==> src/rtl/ro_freq_meter.sv <==
`default_nettype none
// ============================================================================
// Module      : ro_freq_meter
// Description : Ring-oscillator frequency meter. Enables the oscillator, lets
//               it settle while the synchronizer flushes, then counts rising
//               edges of ro_in over a programmable window of clk cycles. The
//               saturating count is offered with a valid/ready handshake.
// Revision    : 1.0 - initial release
// ============================================================================
module ro_freq_meter #(
    parameter int WIN_W      = 16,
    parameter int CNT_W      = 16,
    parameter int SETTLE_CYC = 4
) (
    input  logic             clk,
    input  logic             rst_n,
    input  logic             start,
    input  logic [WIN_W-1:0] win_len,
    input  logic             ro_in,
    output logic             ro_en,
    output logic             busy,
    output logic [CNT_W-1:0] result,
    output logic             overflow,
    output logic             result_valid,
    input  logic             result_ready
);

    // One timer serves both the settle phase and the measurement window, so
    // it is as wide as whichever of the two needs more bits.
    localparam int C_SET_W = $clog2(SETTLE_CYC + 1);
    localparam int C_TMR_W = (WIN_W > C_SET_W) ? WIN_W : C_SET_W;

    localparam logic [C_TMR_W-1:0] C_SETTLE_LAST = C_TMR_W'(SETTLE_CYC - 1);
    localparam logic [CNT_W-1:0]   C_CNT_MAX     = {CNT_W{1'b1}};

    typedef enum logic [1:0] {
        S_IDLE    = 2'd0,
        S_SETTLE  = 2'd1,
        S_MEASURE = 2'd2,
        S_DONE    = 2'd3
    } state_t;

    state_t             r_state;
    state_t             w_state_nxt;
    logic [C_TMR_W-1:0] r_tmr;
    logic [C_TMR_W-1:0] w_tmr_nxt;
    logic [C_TMR_W-1:0] w_win_last;
    logic [WIN_W-1:0]   r_win;
    logic [WIN_W-1:0]   w_win_nxt;
    logic [CNT_W-1:0]   r_cnt;
    logic [CNT_W-1:0]   w_cnt_nxt;
    logic [CNT_W-1:0]   w_cnt_inc;
    logic               r_ovf;
    logic               w_ovf_nxt;
    logic               w_ovf_inc;
    logic [CNT_W-1:0]   w_result_nxt;
    logic               w_overflow_nxt;
    logic               r_sync1;
    logic               r_sync2;
    logic               r_hist;
    logic               w_rise;

    // Two-flop synchronizer plus a history flop for rising-edge detection.
    always_ff @(posedge clk or negedge rst_n) begin
        if (!rst_n) begin
            r_sync1 <= 1'b0;
            r_sync2 <= 1'b0;
            r_hist  <= 1'b0;
        end else begin
            r_sync1 <= ro_in;
            r_sync2 <= r_sync1;
            r_hist  <= r_sync2;
        end
    end

    assign w_rise     = r_sync2 & ~r_hist;
    assign w_win_last = C_TMR_W'(r_win) - C_TMR_W'(1);

    // Next-state, timer, counter and result computation.
    always_comb begin
        w_state_nxt    = r_state;
        w_tmr_nxt      = r_tmr;
        w_win_nxt      = r_win;
        w_cnt_nxt      = r_cnt;
        w_ovf_nxt      = r_ovf;
        w_result_nxt   = result;
        w_overflow_nxt = overflow;

        // Count value including this cycle's edge; an edge at saturation
        // only raises the overflow flag.
        w_cnt_inc = r_cnt;
        w_ovf_inc = r_ovf;
        if (w_rise) begin
            if (r_cnt == C_CNT_MAX) begin
                w_ovf_inc = 1'b1;
            end else begin
                w_cnt_inc = r_cnt + 1'b1;
            end
        end

        case (r_state)
            S_IDLE: begin
                if (start) begin
                    w_win_nxt = win_len;
                    w_cnt_nxt = '0;
                    w_ovf_nxt = 1'b0;
                    w_tmr_nxt = '0;
                    if (win_len == '0) begin
                        // Empty window: report zero without touching the oscillator.
                        w_state_nxt    = S_DONE;
                        w_result_nxt   = '0;
                        w_overflow_nxt = 1'b0;
                    end else begin
                        w_state_nxt = S_SETTLE;
                    end
                end
            end
            S_SETTLE: begin
                if (r_tmr == C_SETTLE_LAST) begin
                    w_tmr_nxt   = '0;
                    w_state_nxt = S_MEASURE;
                end else begin
                    w_tmr_nxt = r_tmr + 1'b1;
                end
            end
            S_MEASURE: begin
                w_cnt_nxt = w_cnt_inc;
                w_ovf_nxt = w_ovf_inc;
                if (r_tmr == w_win_last) begin
                    // The edge seen in the final window cycle is included.
                    w_state_nxt    = S_DONE;
                    w_result_nxt   = w_cnt_inc;
                    w_overflow_nxt = w_ovf_inc;
                end else begin
                    w_tmr_nxt = r_tmr + 1'b1;
                end
            end
            S_DONE: begin
                if (result_ready) begin
                    w_state_nxt = S_IDLE;
                end
            end
            default: begin
                w_state_nxt = S_IDLE;
            end
        endcase
    end

    // State, datapath and registered outputs.
    always_ff @(posedge clk or negedge rst_n) begin
        if (!rst_n) begin
            r_state      <= S_IDLE;
            r_tmr        <= '0;
            r_win        <= '0;
            r_cnt        <= '0;
            r_ovf        <= 1'b0;
            result       <= '0;
            overflow     <= 1'b0;
            result_valid <= 1'b0;
            busy         <= 1'b0;
            ro_en        <= 1'b0;
        end else begin
            r_state      <= w_state_nxt;
            r_tmr        <= w_tmr_nxt;
            r_win        <= w_win_nxt;
            r_cnt        <= w_cnt_nxt;
            r_ovf        <= w_ovf_nxt;
            result       <= w_result_nxt;
            overflow     <= w_overflow_nxt;
            result_valid <= (w_state_nxt == S_DONE);
            busy         <= (w_state_nxt != S_IDLE);
            ro_en        <= (w_state_nxt == S_SETTLE) || (w_state_nxt == S_MEASURE);
        end
    end

endmodule
`default_nettype wire

==> config.mk <==
export PLATFORM = sky130hd
export DESIGN_NAME = ro_freq_meter
export DESIGN_NICKNAME = d
export VERILOG_FILES = /design/src/rtl/ro_freq_meter.sv
export SDC_FILE = /design/constraint.sdc
export NUM_CORES = 1
export LEC_CHECK = 0
export CAP_MARGIN = 30
export CORE_MARGIN = 3
export CORE_UTILIZATION = 55
export DETAILED_ROUTE_END_ITERATION = 6
export PLACE_DENSITY = 0.88
export SLEW_MARGIN = 15
export SYNTH_ARGS = -nofsm -noshare
export SYNTH_HDL_FRONTEND = slang
export SYNTH_SLANG_ARGS = --single-unit
==> constraint.sdc <==
create_clock -name clk -period 4.21 [get_ports clk]
set_input_delay 0.842 -clock clk [delete_from_list [all_inputs] [get_ports clk]]
set_output_delay 0.842 -clock clk [all_outputs]
set_load 0.1 [all_outputs]
==> results of run 1 <==
routing by layer:
metal | vias to the layer above | GRT usage
met3 | 16 | 0.0658
li1 | 1817 | -
met2 | 153 | 0.417
met4 | 0 | 0.0736
met5 | - | 0
met1 | 1954 | 0.305
how the worst max path moves through the flow:
stage | endpoint | cells after the start | start
floorplan | ro_en | 10 | r_win[0]
global placement | r_tmr[15] | 9 | r_win[0]
detailed placement | r_tmr[7] | 9 | r_win[0]
CTS | r_tmr[7] | 9 | r_win[0]
global route | r_tmr[9] | 9 | r_win[0]
finish | r_tmr[7] | 9 | r_win[0]
through the flow:
step | worst slack [ns] | area (um2) | utilization | total power, mW
6_report | 0.829 | 5150 | 0.657 | 1.53
2_1_floorplan | 1.41 | 4490 | - | 0.822
4_1_cts | 0.872 | 5130 | 0.654 | 1.54
3_3_place_gp | 1.01 | 4890 | 0.624 | 0.865
3_5_place_dp | 0.914 | 4890 | 0.624 | 0.872
5_1_grt | 0.680 | 5150 | 0.657 | 1.59
power groups by stage:
| stage | logic (mW) | clock network, mW | registers [mW] |
|---|---|---|---|
| floorplan | 0.0669 | 0 | 0.755 |
| global placement | 0.0947 | 0 | 0.771 |
| detailed placement | 0.0982 | 0 | 0.774 |
| CTS | 0.0992 | 0.679 | 0.760 |
| global route | 0.112 | 0.709 | 0.765 |
| finish | 0.101 | 0.671 | 0.761 |
sequential cells by signal, indices dropped and copies added (netlist names):
| register | cells |
|---|---|
| r_hist | 1 |
| r_sync1 | 1 |
| r_ovf | 1 |
| result_valid | 1 |
| ro_en | 1 |
| busy | 1 |
| r_state | 2 |
| r_cnt | 16 |
| result | 16 |
| r_sync2 | 1 |
| r_win | 16 |
| overflow | 1 |
| r_tmr | 16 |
cells in the mapped netlist (all sizes together) (3+ instances only):
master | instances | area, um2
a21oi | 12 | 60.1
a31oi | 4 | 25.0
o21ai | 24 | 131
inv | 22 | 82.6
mux2 | 19 | 214
o31ai | 10 | 75.1
nor3 | 20 | 100
xor2 | 14 | 123
nor4 | 13 | 81.3
a211o | 3 | 26.3
xnor2 | 11 | 96.3
ha | 9 | 113
nand3 | 16 | 80.1
dfrtp | 74 | 1850
and3 | 9 | 56.3
nor2 | 30 | 113
a21o | 5 | 37.5
o22ai | 10 | 62.6
o211ai | 8 | 60.1
nor4b | 3 | 26.3
nand3b | 5 | 37.5
buf | 8 | 53.8
or3 | 4 | 30.0
nand2b | 9 | 56.3
or4 | 7 | 52.6
o21a | 3 | 22.5
a22o | 12 | 105
nand4 | 12 | 75.1
nand2 | 34 | 128
nor2b | 6 | 37.5
o2bb2ai | 6 | 52.6
or2 | 3 | 18.8
and4 | 3 | 26.3
mux2i | 7 | 70.1
clkbuf | 23 | 86.3
area by class of cell:
type / instances / area [um2] / share of cell area
clock buffer: 9 / 124 / 0.0240
clock inverter: 7 / 116 / 0.0226
inverter: 22 / 82.6 / 0.0160
multi-input combinational: 354 / 2420 / 0.469
sequential: 74 / 1850 / 0.359
tap: 102 / 128 / 0.0248
timing repair buffer: 43 / 433 / 0.0840
worst max-delay path: stages, from the launching register on:
cell and delay (ns):
dfrtp_1 0.46, inv_1 0.10, ha_1 0.26, or4b_1 0.56, or4_1 0.54, nand3_1 0.10
o22a_1 0.15, o2111a_1 0.42, or3_1 0.50, o22ai_1 0.14
cells by family (layout without fill, tap and decap cells):
family / count (synthesis) / after routing / share of synthesized area
AOI/OAI and AO/OA: 113 / 113 / 0.184
and+or+nand+nor: 181 / 181 / 0.218
muxes: 26 / 26 / 0.0632
adders and majority gates: 9 / 9 / 0.0251
DFF: 74 / 74 / 0.412
xor gates and xnor gates: 25 / 25 / 0.0487
buffers and inverters: 53 / 81 / 0.0496
==> impl_metrics.yaml, run 1 <==
run_status:
  status: "finished, final reports clean"
power:
  powerDensity_nw_per_um2: 297
  internal-power_mw: 1.17
  total_leakage_power_nw: 2.20
  p_seq_frac: 0.496
  p_clk_frac: 0.438
  peakVddDrop_uv: 248
  pwr-share-comb: 0.066
  p_switching_mw: 0.360
  power.share.switching: 0.235
final_layout:
  nNetsFinal: 534
  final_cells: 611
  syn_to_final_growth_pct: 14.7
  drive_above_1_share: 0.0923
  antennaDiodeCount: 0
  final_cell_mix: "dfrtp_1 (74), clkdlybuf4s50_1 (39), nand2_1 (34)"
  num-fill-cells: 619
  layout_commonest_cell: "dfrtp_1"
setup_path:
  setup.worst_path.start_class: "flop"
  arrival_ns: 3.58
  crit_type: "reg2reg"
  r2r_slack_ns: 0.83
  crit_required_ns: 4.41
  r2r-end: "r_tmr[7]"
  critPathMaxFanout: 14
  r2r_cells: 9
  r2r_start: "r_win[0]"
  end_kind: "flop"
sta:
  fmax_mhz: 296
  rsz0062_at_grt: "false"
  hold_slack_ns: 0.353
  worstMarginPinSlew_ns: 0.986
  slew-limit-headroom: 0.340
  skew_ns: 0.00792
  finalCriticalPeriod_ns: 3.38
  hold_violations: 0
  fin_tns_setup_ns: 0
  setup_violations: 0
  finalCritPeriodShare: 0.803
  report.final.slew_viol_count: 0
logic_synthesis:
  seq_area_frac_synth: 0.412
  postSynthCellCount: 481
  synth_edf_count: 0
  synth_area_um2: 4490
  ys_ff_latch: 74
  synth_cell_types: 61
  yosys_warnings: 0
  ys.flop_type: "dfrtp_1"
  syn_avg_cell_area_um2: 9.34
  synth_nets: 511
  synthArstFlopShare: 1.00
routing:
  wl_met2_um: 5470
  drc_errors: 0
  wirelength_um: 10800
  drt_first_iter_violations: 225
  wl_met3_um: 643
  first_pass_iters: 5
  top_layer: "met4"
  wl_met1_um: 4570
  wl_per_cell_um: 17.7
  routed_via_density: 6.45
  num_vias: 3940
  ant_nets: 0
hold_path:
  worstHoldPathCells: 0
  min_from: "r_sync1"
  min_path_type: "reg2reg"
  min_to: "r_sync2"
cts:
  cts_made_buffers: 9
  cts_hold_buffers: 0
  clock_sinks: 74
  path_clk_slew_ns: 0.08
  tritoncts: "done"
  clk_latency_ns: 0.35
  clockRootBuffer: "clkbuf_8"
  htreeDepth: 3
  cts_resized: 0
  cts_setup_buffers: 0
  ctsLongestPathBuffers: 2
global_route:
  grt_usage: 0.245
  grt_max_degree: 75
  grt_pass1_wl_um: 17900
  antenna_found_initial: 0
  grt_pass1_vias: 3810
  grt_overflow_total: 0
place:
  io_buffers: 40
  placed_cells: 594
  place_congestion: 0.882
  dp_hpwl_um: 7490
run:
  maxCapViolCount: 0
floorplanning:
  num_io_pins: 41
  die_height_um: 96.4
  die_area_um2: 9290
  initial_core_util: 0.573
  fp.coreArea_um2: 7850
  die_w_um: 96.4
  row_count: 32
(Power assumes the default switching activity.)
==> run 2: changes to the inputs <==
--- a/config.mk
+++ b/config.mk
@@ -7,9 +7,9 @@
 export LEC_CHECK = 0
 export CAP_MARGIN = 30
 export CORE_MARGIN = 3
-export CORE_UTILIZATION = 55
+export CORE_UTILIZATION = 52
 export DETAILED_ROUTE_END_ITERATION = 6
-export PLACE_DENSITY = 0.88
+export PLACE_DENSITY = 0.87
 export SLEW_MARGIN = 15
 export SYNTH_ARGS = -nofsm -noshare
 export SYNTH_HDL_FRONTEND = slang
==> constraint.sdc (replaced) <==
create_clock -name clk -period 2.9 [get_ports clk]
set_input_delay 0.58 -clock clk [delete_from_list [all_inputs] [get_ports clk]]
set_output_delay 0.58 -clock clk [all_outputs]
set_load 0.1 [all_outputs]
==> run 2 against run 1 <==
Net effect:
- clock skew rose by 0.0022 ns
- worst hold slack got worse by 0.29 ns
- core utilization fell by 2.1 points
- count of clock-buffer cells in the layout rose by 1
- first-iteration DRC count fell by 18%
- setup slack got worse by 0.75 ns
- die area rose by 5.4%
- register-to-register slack got worse by 0.75 ns
- critical path depth fell by 2
- sequential share of layout area fell by 0.80 points
- flip-flop and latch count did not move
- power rose by 40%
==> impl_metrics.yaml, run 2 (synthesized netlist as in run 1, its figures left out) <==
run_status:
  status: "finished, final reports clean"
floorplanning:
  fp.coreArea_um2: 8300
  initial_core_util: 0.541
  row_count: 33
  num_io_pins: 41
  die_area_um2: 9790
  die_w_um: 99.0
  die_height_um: 99.0
cts:
  path_clk_slew_ns: 0.08
  cts_setup_buffers: 0
  cts_made_buffers: 9
  ctsLongestPathBuffers: 2
  tritoncts: "done"
  clock_sinks: 74
  clockRootBuffer: "clkbuf_8"
  htreeDepth: 3
  cts_hold_buffers: 0
  clk_latency_ns: 0.35
setup_path:
  crit_required_ns: 3.13
  setup.worst_path.start_class: "flop"
  r2r_start: "r_win[5]"
  arrival_ns: 3.05
  critPathMaxFanout: 8
  r2r_slack_ns: 0.08
  r2r_cells: 7
  crit_type: "reg2reg"
  end_kind: "flop"
  r2r-end: "result[7]"
power:
  peakVddDrop_uv: 333
  total_power_mw: 2.15
  powerDensity_nw_per_um2: 407
  total_leakage_power_nw: 2.33
routing:
  wl_per_cell_um: 18.1
  top_layer: "met4"
  wl_met1_um: 4730
  routed_via_density: 6.25
  num_vias: 3969
  wl_met3_um: 643
  drc_errors: 0
  drt_first_iter_violations: 184
  wl_met2_um: 5860
  wirelength_um: 11500
  first_pass_iters: 4
  ant_nets: 0
global_route:
  antenna_found_initial: 0
  grt_overflow_total: 0
  grt_pass1_wl_um: 19000
  grt_usage: 0.240
  grt_max_degree: 75
  grt_pass1_vias: 3997
final_layout:
  syn_to_final_growth_pct: 17.4
  final_cell_mix: "dfrtp_1 (73), buf_4 (42), nand2_1 (34)"
  layout_commonest_cell: "dfrtp_1"
  drive_above_1_share: 0.174
  final_core_util: 0.636
  antennaDiodeCount: 0
  num-fill-cells: 664
  nNetsFinal: 555
sta:
  report.final.slew_viol_count: 0
  slew-limit-headroom: 0.556
  finalCritPeriodShare: 0.972
  fin_tns_setup_ns: 0
  skew_ns: 0.0101
  rsz0062_at_grt: "true"
  finalCriticalPeriod_ns: 2.82
  hold_slack_ns: 0.0646
  worstMarginPinSlew_ns: 0.664
  fmax_mhz: 355
  hold_violations: 0
  layout_setup_ws_ns: 0.0819
  setup_violations: 0
run:
  maxCapViolCount: 0
place:
  dp_hpwl_um: 8100
  dp_slack_ns: -0.0341
  place_congestion: 0.885
  io_buffers: 40
hold_path:
  min_path_type: "in2async"
run 2: timing repair:
| action | 4_1_cts | 5_1_grt |
|---|---|---|
| resized for setup | 1 | 7 |
| setup endpoints to repair | 10 | 21 |
| cloned | 0 | 1 |
| pin swaps | 0 | 4 |
run 2: worst max-delay path, stage by stage (launching register included):
cell and delay, ns:
dfrtp_1 0.40, or4_4 0.55, or4_1 0.49, a211o_1 0.32, a31oi_1 0.17, o2111a_2 0.34
o21ai_4 0.13, a22o_1 0.30
run 2: worst max path at each step:
stage               startpoint         to  slack (ns)  depth (start not counted)
finish                r_win[5]  result[7]        0.08                          7
global route          r_win[5]  result[1]       -0.02                          7
CTS                   r_win[1]   r_tmr[3]        0.02                         10
detailed placement    r_win[5]  result[7]       -0.03                          7
global placement      r_win[5]  result[6]        0.08                          7
floorplan             r_win[0]      ro_en         0.1                         10
run 2: cell type report:
type	count	area [um2]	area share
multi-input cells	355	2450	0.464
inverters	22	82.6	0.0157
clock inverters	6	90.1	0.0171
flip-flops and latches	74	1850	0.351
clock buffers	10	128	0.0242
repair buffers	63	544	0.103
well taps	105	131	0.0249
run 2: power breakdown:
part	switching (mW)	internal (mW)
Combinational	0.0732	0.0779
Clock	0.403	0.488
Sequential	0.0471	1.06
run 2: routing by layer:
metal | vias up | track usage
li1 | 1872 | -
met1 | 1910 | 0.293
met2 | 159 | 0.406
met3 | 28 | 0.0609
met4 | 0 | 0.0924
met5 | - | 0
run 2: through the flow:
stage | std cells | cell area (um2)
3_3_place_gp | 617 | 5000
3_5_place_dp | 617 | 5000
4_1_cts | 633 | 5220
2_1_floorplan | 481 | 4490
5_1_grt | 635 | 5280
6_report | 635 | 5280
==> run 3: changes to the inputs <==
--- a/config.mk
+++ b/config.mk
@@ -5,7 +5,6 @@
 export SDC_FILE = /design/constraint.sdc
 export NUM_CORES = 1
 export LEC_CHECK = 0
-export CAP_MARGIN = 30
 export CORE_MARGIN = 3
 export CORE_UTILIZATION = 52
 export DETAILED_ROUTE_END_ITERATION = 6
==> run 3 against run 2 <==
Net effect:
- cell area fell by 0.52%
- clock skew fell by 0.0012 ns
- sequential share of layout area rose by 0.18 points
- sequential power barely moved
- flip-flop and latch count did not move
- count of clock-buffer cells in the layout did not move
- setup slack got worse by 0.025 ns
- global-route usage did not move
- power fell by 0.17%
- clock power barely moved
- largest cell class unchanged
==> impl_metrics.yaml, run 3 (synthesized netlist as in run 1, its figures left out) <==
run_status:
  status: "finished, final reports clean"
cts:
  clock_sinks: 74
  cts_made_buffers: 9
  ctsLongestPathBuffers: 2
  cts_setup_buffers: 0
  path_clk_slew_ns: 0.08
  clockRootBuffer: "clkbuf_8"
  tritoncts: "done"
  htreeDepth: 3
  clk_latency_ns: 0.36
  cts_hold_buffers: 0
sta:
  finalCritPeriodShare: 0.981
  fmax_mhz: 352
  hold_slack_ns: 0.346
  setup_violations: 0
  skew_ns: 0.00890
  worstMarginPinSlew_ns: 0.951
  report.final.slew_viol_count: 0
  rsz0062_at_grt: "true"
  hold_violations: 0
  finalCriticalPeriod_ns: 2.84
  fin_tns_setup_ns: 0
  slew-limit-headroom: 0.366
floorplanning:
  initial_core_util: 0.541
  die_height_um: 99.0
  die_area_um2: 9790
  fp.coreArea_um2: 8300
  die_w_um: 99.0
  row_count: 33
  num_io_pins: 41
global_route:
  grt_pass1_wl_um: 19000
  antenna_found_initial: 0
  grt_overflow_total: 0
  grt_max_degree: 75
  grt_pass1_vias: 3997
  grt_usage: 0.240
routing:
  wl_met2_um: 5870
  wl_met1_um: 4700
  wl_per_cell_um: 18.2
  routed_via_density: 6.32
  wirelength_um: 11500
  drc_errors: 0
  first_pass_iters: 5
  wl_met3_um: 689
  drt_first_iter_violations: 206
  top_layer: "met4"
  ant_nets: 0
  num_vias: 4004
power:
  powerDensity_nw_per_um2: 408
  pwr-share-comb: 0.068
  peakVddDrop_uv: 333
  total_leakage_power_nw: 2.31
  p_seq_frac: 0.515
  internal-power_mw: 1.62
  p_clk_frac: 0.417
  total_power_mw: 2.14
  p_switching_mw: 0.523
  power.share.switching: 0.244
setup_path:
  setup.worst_path.start_class: "flop"
  arrival_ns: 3.12
  r2r_slack_ns: 0.06
  crit_buf_inv: 0
  slowest_delay_ns: 0.55
  end_kind: "flop"
  crit_required_ns: 3.17
  crit_type: "reg2reg"
  critPathMaxFanout: 6
  cpMaxStageDelayCell: "or4_4"
  cp_cell_sequence: "or4_4, or4_1, a211o_1, a31oi_1, o2111a_2, nand2_1, o2bb2ai_1"
  crit_family: "simple AND/OR/NAND/NOR gates"
place:
  place_congestion: 0.885
  placed_cells: 617
  io_buffers: 40
  dp_hpwl_um: 8100
final_layout:
  final_cell_mix: "dfrtp_1 (73), buf_4 (42), nand2_1 (34)"
  layout_commonest_cell: "dfrtp_1"
  antennaDiodeCount: 0
  drive_above_1_share: 0.172
  final_cells: 634
  nNetsFinal: 554
  syn_to_final_growth_pct: 16.8
  final_core_util: 0.632
run:
  maxCapViolCount: 0
hold_path:
  min_path_type: "in2async"
[run 3: cell type report]
| class | instances | area [um2] |
|---|---|---|
| clock buffer | 10 | 128 |
| clock inverter | 6 | 90.1 |
| fill | 665 | 3050 |
| inverter | 22 | 82.6 |
| multi-input combinational | 355 | 2450 |
| sequential | 74 | 1850 |
| tap | 105 | 131 |
| timing repair buffer | 62 | 517 |
[run 3: worst reg2reg max path: stages (launching register included)]
cell,delay [ns]
dfrtp_1,0.40
or4_4,0.55
or4_1,0.49
a211o_1,0.33
a31oi_1,0.19
o2111a_2,0.34
nand2_1,0.22
o2bb2ai_1,0.24
[run 3: metal layers]
layer,vias up,GRT usage
li1,1865,-
met1,1954,0.293
met2,154,0.406
met3,31,0.0609
met4,0,0.0924
met5,-,0
[run 3: power by group through the flow]
stage               Clock (mW)  Combinational [mW]  Sequential, mW
finish                   0.892               0.146            1.10
global route             0.956               0.166            1.11
CTS                      0.908               0.148            1.10
detailed placement           0               0.146            1.12
global placement             0               0.141            1.12
floorplan                    0              0.0971            1.10
[run 3: worst paths after layout]
check	from	to	cells past startpoint
worst max-delay path	r_win[5]	result[1]	7
worst min-delay path	rst_n	r_tmr[4]	1
worst max register to register	r_win[5]	result[1]	7
worst min register to register	r_sync1	r_sync2	0
max in group asynchronous	rst_n	r_win[2]	1
min in group clk	r_sync1	r_sync2	0
[run 3: through the flow]
| step | area [um2] | setup WS, ns |
|---|---|---|
| floorplan | 4490 | 0.0952 |
| global placement | 5000 | 0.0796 |
| detailed placement | 5000 | -0.0341 |
| CTS | 5220 | 0.0222 |
| global route | 5250 | -0.0171 |
| finish | 5250 | 0.0565 |
[run 3: repair_timing]
item,CTS,global route
resized for setup,1,7
cloned,0,1
setup endpoints to repair,10,21
pin swaps,0,7
